===== config.mk =====
export PLATFORM = sky130hd
export DESIGN_NAME = multicycle_controller
export DESIGN_NICKNAME = d
export VERILOG_FILES = /design/src/rtl/riscv_ctrl_pkg.sv /design/src/rtl/opcode_classifier.sv /design/src/rtl/multicycle_controller.sv
export SDC_FILE = /design/constraint.sdc
export NUM_CORES = 1
export LEC_CHECK = 0
export CORE_MARGIN = 1.5
export CORE_UTILIZATION = 40
export CTS_CLUSTER_DIAMETER = 100
export DETAILED_ROUTE_END_ITERATION = 8
export GPL_ROUTABILITY_DRIVEN = 0
export PLACE_DENSITY = 0.73
export SKIP_LAST_GASP = 1
export SLEW_MARGIN = 10
export SYNTH_ARGS = -nofsm -noshare
export SYNTH_HDL_FRONTEND = slang
export SYNTH_SLANG_ARGS = --single-unit

===== constraint.sdc =====
create_clock -name clk -period 2.06 [get_ports clk]
set_input_delay 0.206 -clock clk [delete_from_list [all_inputs] [get_ports clk]]
set_output_delay 0.206 -clock clk [all_outputs]
set_load 0.02 [all_outputs]

===== src/rtl/riscv_ctrl_pkg.sv =====
// Shared types and encodings for the multi-cycle RV32I control FSM.
// ILLEGAL_TRAP_EN adds the TRAP state to state_t.
package riscv_ctrl_pkg;

  typedef enum logic [2:0] {
    StFetch,
    StDecode,
    StExec,
    StMem,
    StWb
`ifdef ILLEGAL_TRAP_EN
    , StTrap
`endif
  } state_t;

  typedef enum logic [3:0] {
    ClsR, ClsImm, ClsLoad, ClsStore, ClsBranch, ClsJal, ClsJalr, ClsLui, ClsAuipc, ClsNone
  } instr_class_t;

  localparam logic [6:0] OP_R      = 7'b0110011;
  localparam logic [6:0] OP_IMM    = 7'b0010011;
  localparam logic [6:0] OP_LOAD   = 7'b0000011;
  localparam logic [6:0] OP_STORE  = 7'b0100011;
  localparam logic [6:0] OP_BRANCH = 7'b1100011;
  localparam logic [6:0] OP_JAL    = 7'b1101111;
  localparam logic [6:0] OP_JALR   = 7'b1100111;
  localparam logic [6:0] OP_LUI    = 7'b0110111;
  localparam logic [6:0] OP_AUIPC  = 7'b0010111;

  localparam logic [1:0] ALU_ADD    = 2'b00;
  localparam logic [1:0] ALU_BRANCH = 2'b01;
  localparam logic [1:0] ALU_FUNCT  = 2'b10;
  localparam logic [1:0] ALU_PASS   = 2'b11;

  localparam logic [1:0] PC_PLUS4 = 2'b00;
  localparam logic [1:0] PC_REL   = 2'b01;
  localparam logic [1:0] PC_JALR  = 2'b10;

  localparam logic [1:0] WB_ALU = 2'b00;
  localparam logic [1:0] WB_MEM = 2'b01;
  localparam logic [1:0] WB_PC4 = 2'b10;

endpackage


===== src/rtl/opcode_classifier.sv =====
// Combinational RV32I opcode to instruction-class decode; anything unrecognised is ClsNone.
module opcode_classifier
  import riscv_ctrl_pkg::*;
(
  input  logic [6:0]   opcode,
  output instr_class_t cls
);

  always_comb begin
    cls = ClsNone;
    case (opcode)
      OP_R:      cls = ClsR;
      OP_IMM:    cls = ClsImm;
      OP_LOAD:   cls = ClsLoad;
      OP_STORE:  cls = ClsStore;
      OP_BRANCH: cls = ClsBranch;
      OP_JAL:    cls = ClsJal;
      OP_JALR:   cls = ClsJalr;
      OP_LUI:    cls = ClsLui;
      OP_AUIPC:  cls = ClsAuipc;
      default:   cls = ClsNone;
    endcase
  end

endmodule


===== src/rtl/multicycle_controller.sv =====
// Multi-cycle RV32I main control FSM with memory-ack timeout.
// ILLEGAL_TRAP_EN: unknown opcodes enter a sticky TRAP state and raise illegal_instr.
module multicycle_controller
  import riscv_ctrl_pkg::*;
#(
  parameter int unsigned MEM_TIMEOUT = 16
) (
  input  logic       clk,
  input  logic       reset,
  input  logic [6:0] opcode,
  input  logic       mem_ack,
  input  logic       br_taken,
  output logic       mem_req,
  output logic       mem_we,
  output logic       ir_write,
  output logic       pc_write,
  output logic [1:0] pc_src,
  output logic       alu_src_a,
  output logic       alu_src_b,
  output logic [1:0] alu_op,
  output logic       reg_write,
  output logic [1:0] wb_sel,
  output logic       instret,
`ifdef ILLEGAL_TRAP_EN
  output logic       illegal_instr,
`endif
  output logic       mem_timeout
);

  localparam int unsigned CntW = (MEM_TIMEOUT > 0) ? $clog2(MEM_TIMEOUT + 1) : 1;

  state_t         state_q;
  instr_class_t   cls_q, cls_dec;
  logic [CntW-1:0] cnt_q;
  logic           req_stall, timeout_hit;

  opcode_classifier u_classifier (
    .opcode (opcode),
    .cls    (cls_dec)
  );

  assign req_stall   = mem_req && !mem_ack;
  assign timeout_hit = (MEM_TIMEOUT != 0) && req_stall &&
                       ((32'(cnt_q) + 32'd1) == 32'(MEM_TIMEOUT));

  always_ff @(posedge clk or posedge reset) begin
    if (reset) begin
      state_q     <= StFetch;
      cls_q       <= ClsNone;
      cnt_q       <= '0;
      mem_timeout <= 1'b0;
    end else begin
      if (timeout_hit) mem_timeout <= 1'b1;
      // Only FETCH/MEM stall; leaving them always needs ack or timeout, so this also
      // clears the counter on every state change.
      cnt_q <= (req_stall && !timeout_hit) ? cnt_q + 1'b1 : '0;
      case (state_q)
        StFetch: if (mem_ack) state_q <= StDecode;
        StDecode: begin
          cls_q <= cls_dec;
`ifdef ILLEGAL_TRAP_EN
          state_q <= (cls_dec == ClsNone) ? StTrap : StExec;
`else
          state_q <= StExec;
`endif
        end
        StExec: begin
          case (cls_q)
            ClsBranch, ClsNone: state_q <= StFetch;
            ClsLoad, ClsStore:  state_q <= StMem;
            default:            state_q <= StWb;
          endcase
        end
        StMem: begin
          if (timeout_hit)  state_q <= StFetch;
          else if (mem_ack) state_q <= (cls_q == ClsLoad) ? StWb : StFetch;
        end
        StWb: state_q <= StFetch;
`ifdef ILLEGAL_TRAP_EN
        StTrap: state_q <= StTrap;
`endif
        default: state_q <= StFetch;
      endcase
    end
  end

  // Outputs are decoded from state and forced low while reset is held, so an access
  // in flight is dropped in the same cycle reset arrives.
  always_comb begin
    mem_req   = 1'b0;
    mem_we    = 1'b0;
    ir_write  = 1'b0;
    pc_write  = 1'b0;
    pc_src    = PC_PLUS4;
    alu_src_a = 1'b0;
    alu_src_b = 1'b0;
    alu_op    = ALU_ADD;
    reg_write = 1'b0;
    wb_sel    = WB_ALU;
    instret   = 1'b0;
`ifdef ILLEGAL_TRAP_EN
    illegal_instr = 1'b0;
`endif
    if (!reset) begin
      case (state_q)
        StFetch: begin
          mem_req  = 1'b1;
          ir_write = mem_ack;
          pc_write = mem_ack;
        end
        StExec: begin
          case (cls_q)
            ClsR:      alu_op = ALU_FUNCT;
            ClsImm:    begin alu_op = ALU_FUNCT; alu_src_b = 1'b1; end
            ClsLoad, ClsStore, ClsJalr: alu_src_b = 1'b1;
            ClsBranch: begin
              alu_op   = ALU_BRANCH;
              pc_write = br_taken;
              pc_src   = PC_REL;
              instret  = 1'b1;
            end
            ClsJal:    begin alu_op = ALU_PASS; alu_src_a = 1'b1; alu_src_b = 1'b1; end
            ClsLui:    begin alu_op = ALU_PASS; alu_src_b = 1'b1; end
            ClsAuipc:  begin alu_src_a = 1'b1; alu_src_b = 1'b1; end
            default:   instret = 1'b1;
          endcase
        end
        StMem: begin
          mem_req = 1'b1;
          mem_we  = (cls_q == ClsStore);
          instret = (cls_q == ClsStore) && mem_ack;
        end
        StWb: begin
          reg_write = 1'b1;
          instret   = 1'b1;
          case (cls_q)
            ClsLoad: wb_sel = WB_MEM;
            ClsJal:  begin wb_sel = WB_PC4; pc_write = 1'b1; pc_src = PC_REL; end
            ClsJalr: begin wb_sel = WB_PC4; pc_write = 1'b1; pc_src = PC_JALR; end
            default: wb_sel = WB_ALU;
          endcase
        end
`ifdef ILLEGAL_TRAP_EN
        StTrap: illegal_instr = 1'b1;
`endif
        default: ;
      endcase
    end
  end

endmodule


==> metrics.md <==
| Metric | Value |
|---|---|
| Width of the die | `55.4 um` |
| Syn Nets | `146` |
| Initial DRC Count | `33` |
| CTS tree | `built` |
| Slew Viols, Final | `0` |
| Clock latency on the worst-skew pair | `0.27 ns` |
| Hold depth | `2` |
| R2R Setup Slk | `0.37 ns` |
| Worst path slowest cell | `dfrtp_2` |
| Setup Skew | `0.0104 ns` |
| CP startpoint kind | `flip-flop` |
| Worst reg2reg path depth | `5` |
| Required time worst endpoint | `1.85 ns` |
| Number of I/O pins | `26` |
| Vias in the first global route | `1,009` |
| DR DRC count | `0` |
| Ys async rst share | `1.00` |
| Area Growth Syn to Fin | `35.6%` |
| Via/cell ratio | `5.41` |
| Crit. End Element | `primary output` |
| CP arrival | `1.73 ns` |
| Critical Path Fanout Max | `9` |
| WP buf/inv | `1` |
| Rel. slew slack | `0.693` |
| Crit Path Category | `reg -> out` |
| Fin crit period | `1.94 ns` |
| Largest net degree at the start of global routing | `14` |
| Initial DRT Pass Iterations | `4` |
| Hold endpoint | `mem_timeout$_DFFE_PP0P_` |
| Worst Tran Pin Value | `0.459 ns` |
| Synth unique cells | `45` |
| Longest Clk Path Bufs | `2` |
| Sink Count | `13` |
| CP delay by family, top | `simple AND/OR/NAND/NOR gates` |
| Cell area power density | `806 nW/um^2` |
| Antenna viol nets, final | `0` |
| Syn Area/Cell | `8.19 um^2` |
| # Post-CTS Setup Buffers | `0` |
| Seq cells post-synth | `13` |
| Setup Total Neg Slack | `0 ns` |
| Hold Path Origin | `mem_timeout$_DFFE_PP0P_` |
| Row cnt | `18` |
| Routed length per instance | `12.4 um` |
| Status | `finished, final reports clean` |
| H-tree Lvls | `1` |
| Ant. Diodes | `0` |
| Maximum clock rate | `515 MHz` |
| Dominant synthesized flop cell | `dfrtp_1` |
| Antenna violations before repair | `0` |
| TritonCTS buffer count | `3` |
| FF-to-FF Start | `state_q[0]$_DFFE_PP0P_` |
| Unrepaired setup endpoints after global routing | `false` |
| Final nets | `182` |
| Tcrit/Tclk final | `0.942` |
| DIE HEIGHT | `55.4 um` |
| First-pass GRT wire length | `4.24 mm` |
| Hold_ws | `0.469 ns` |
| P_leak | `0.677 nW` |
| Endpoints failing hold | `0` |
| Share of cells above drive strength 1 | `0.237` |
| Largest stage delay, worst path | `0.48 ns` |
| Total routed wirelength | `2.48 mm` |
| Cell breakdown of the critical path | `nor4b_4 -> nand2_1 -> nor3b_2 -> clkdlybuf4s15_1` |
| Post-DP HPWL | `1.97 mm` |
| Final Setup Violations | `0` |
| Die area | `3070 um^2` |
| Syn Inst Count | `134` |
| Cell Area, Synth | `1100 um^2` |
| Initial Utilization | `0.431` |
| Ys Warns | `0` |
| Vias | `1,077` |
| Peak VDD IR | `0.437 mV` |
| Seq/Total Area, Yosys | `0.299` |
| Max Cap Viol | `0` |
| Total track usage | `0.166` |
| HP Class | `reg -> reg` |
| Grt total ovfl | `0` |
| Capture point of the worst reg-to-reg path | `state_q[2]$_DFFE_PP0P_` |
| Clock Tree Root | `clkbuf_4` |
| CTS clk-pin slew, worst paths | `0.08 ns` |
| Core area | `2540 um^2` |
| Post-synth EDFFs | `0` |
| Port buffer count | `25` |
| Post-layout util | `0.585` |
==> where the power goes <==
| group | total [W] | internal, W | switching, W |
|---|---|---|---|
| Clock | 0.000149 | 0.0000749 | 0.0000741 |
| Combinational | 0.000616 | 0.000318 | 0.000298 |
| Sequential | 0.000434 | 0.000318 | 0.000116 |
==> sequential cells by signal, indices dropped and copies added, names as in the netlist <==
signal       cells
cls_q            4
cnt_q            5
mem_timeout      1
state_q          3
==> Yosys cell counts, types with 2 or more instances <==
library cell,instances,area share
clkbuf_1,3,0.010
buf_2,6,0.027
xor2_1,4,0.032
dfrtp_1,11,0.25
and3_1,3,0.017
nor2_1,15,0.051
a22o_1,2,0.016
mux2i_1,2,0.018
dfstp_2,2,0.048
nand4_1,2,0.011
nor2_2,3,0.017
nor2b_1,5,0.029
a21oi_1,9,0.041
nand2_1,10,0.034
inv_1,6,0.021
nor3b_2,2,0.023
o21ai_0,5,0.023
nor4b_2,2,0.027
nand3_1,5,0.023
o31ai_1,3,0.021
nand3b_1,2,0.014
nor3_1,7,0.032
xnor2_1,2,0.016
o21a_1,2,0.014
==> per-stage QoR <==
stage	power, W	setup WS (ns)	cell area (um^2)	instances
after floorplan	0.000821	0.154	1110	134
after global placement	0.00103	-0.181	1460	195
after detailed placement	0.00105	-0.245	1460	195
after CTS	0.00121	-0.00284	1490	199
after global routing	0.00129	0.0118	1490	199
final	0.00120	0.120	1490	199
==> cell families (layout without fill, tap and decap cells) <==
family,after synthesis,in the layout,synth area share
AND/OR/NAND/NOR,65,65,0.342
AO/OA/AOI/OAI,31,31,0.213
buffers and inverters,16,51,0.0684
flip-flops,13,13,0.299
XOR/XNOR,6,6,0.0479
multiplexers,2,2,0.0182
adder cells (fa/ha/maj),1,1,0.0114
==> how the worst max path moves through the flow <==
stage	start	to	slack (ns)	depth (start not counted)
after floorplan	state_q[0]$_DFFE_PP0P_	pc_write	0.15	4
after global placement	reset	pc_write	-0.18	6
after detailed placement	reset	pc_write	-0.25	6
after CTS	state_q[0]$_DFFE_PP0P_	pc_write	-0.003	5
after global routing	state_q[1]$_DFFE_PP0P_	pc_src[1]	0.01	4
final	state_q[1]$_DFFE_PP0P_	pc_src[1]	0.12	4
==> tightest hold or removal path, stage by stage, from the launching register on <==
cell,delay [ns]
dfrtp_1,0.34
inv_1,0.04
o31ai_1,0.05
==> cells in the final DEF (no fill, tap or decap), types with 4 or more instances in the layout <==
cell type | Yosys | layout
a21oi_1 | 9 | 9
buf_4 | 0 | 16
clkdlybuf4s50_1 | 0 | 11
dfrtp_1 | 11 | 8
dlygate4sd2_1 | 0 | 8
inv_1 | 6 | 6
nand2_1 | 10 | 10
nand3_1 | 5 | 5
nor2_1 | 15 | 15
nor2b_1 | 5 | 4
nor3_1 | 7 | 6
o21ai_0 | 5 | 5
xor2_1 | 4 | 4
==> what timing repair did <==
item / 4_1_cts / 5_1_grt
resized for setup: 17 / 10
endpoints found under the setup margin: 14 / 7
pin swaps: 0 / 1
hold buffers: 0 / 0
==> metal layers <==
metal  up-vias  part of all wire  track usage
met5         -                 0            0
met4         0            0.0093       0.0523
met3         4             0.049       0.0258
met2        30              0.48        0.284
met1       495              0.46        0.213
li1        548                 -            -
==> final cells by class <==
cell class	count	area (um^2)
fillers	242	1060
clock buffers	4	26.3
flip-flops and latches	13	332
well taps	30	37.5
inverters	6	22.5
multi-input cells	105	719
repair buffers	41	350
No activity file was read; power rests on OpenSTA's default activity.
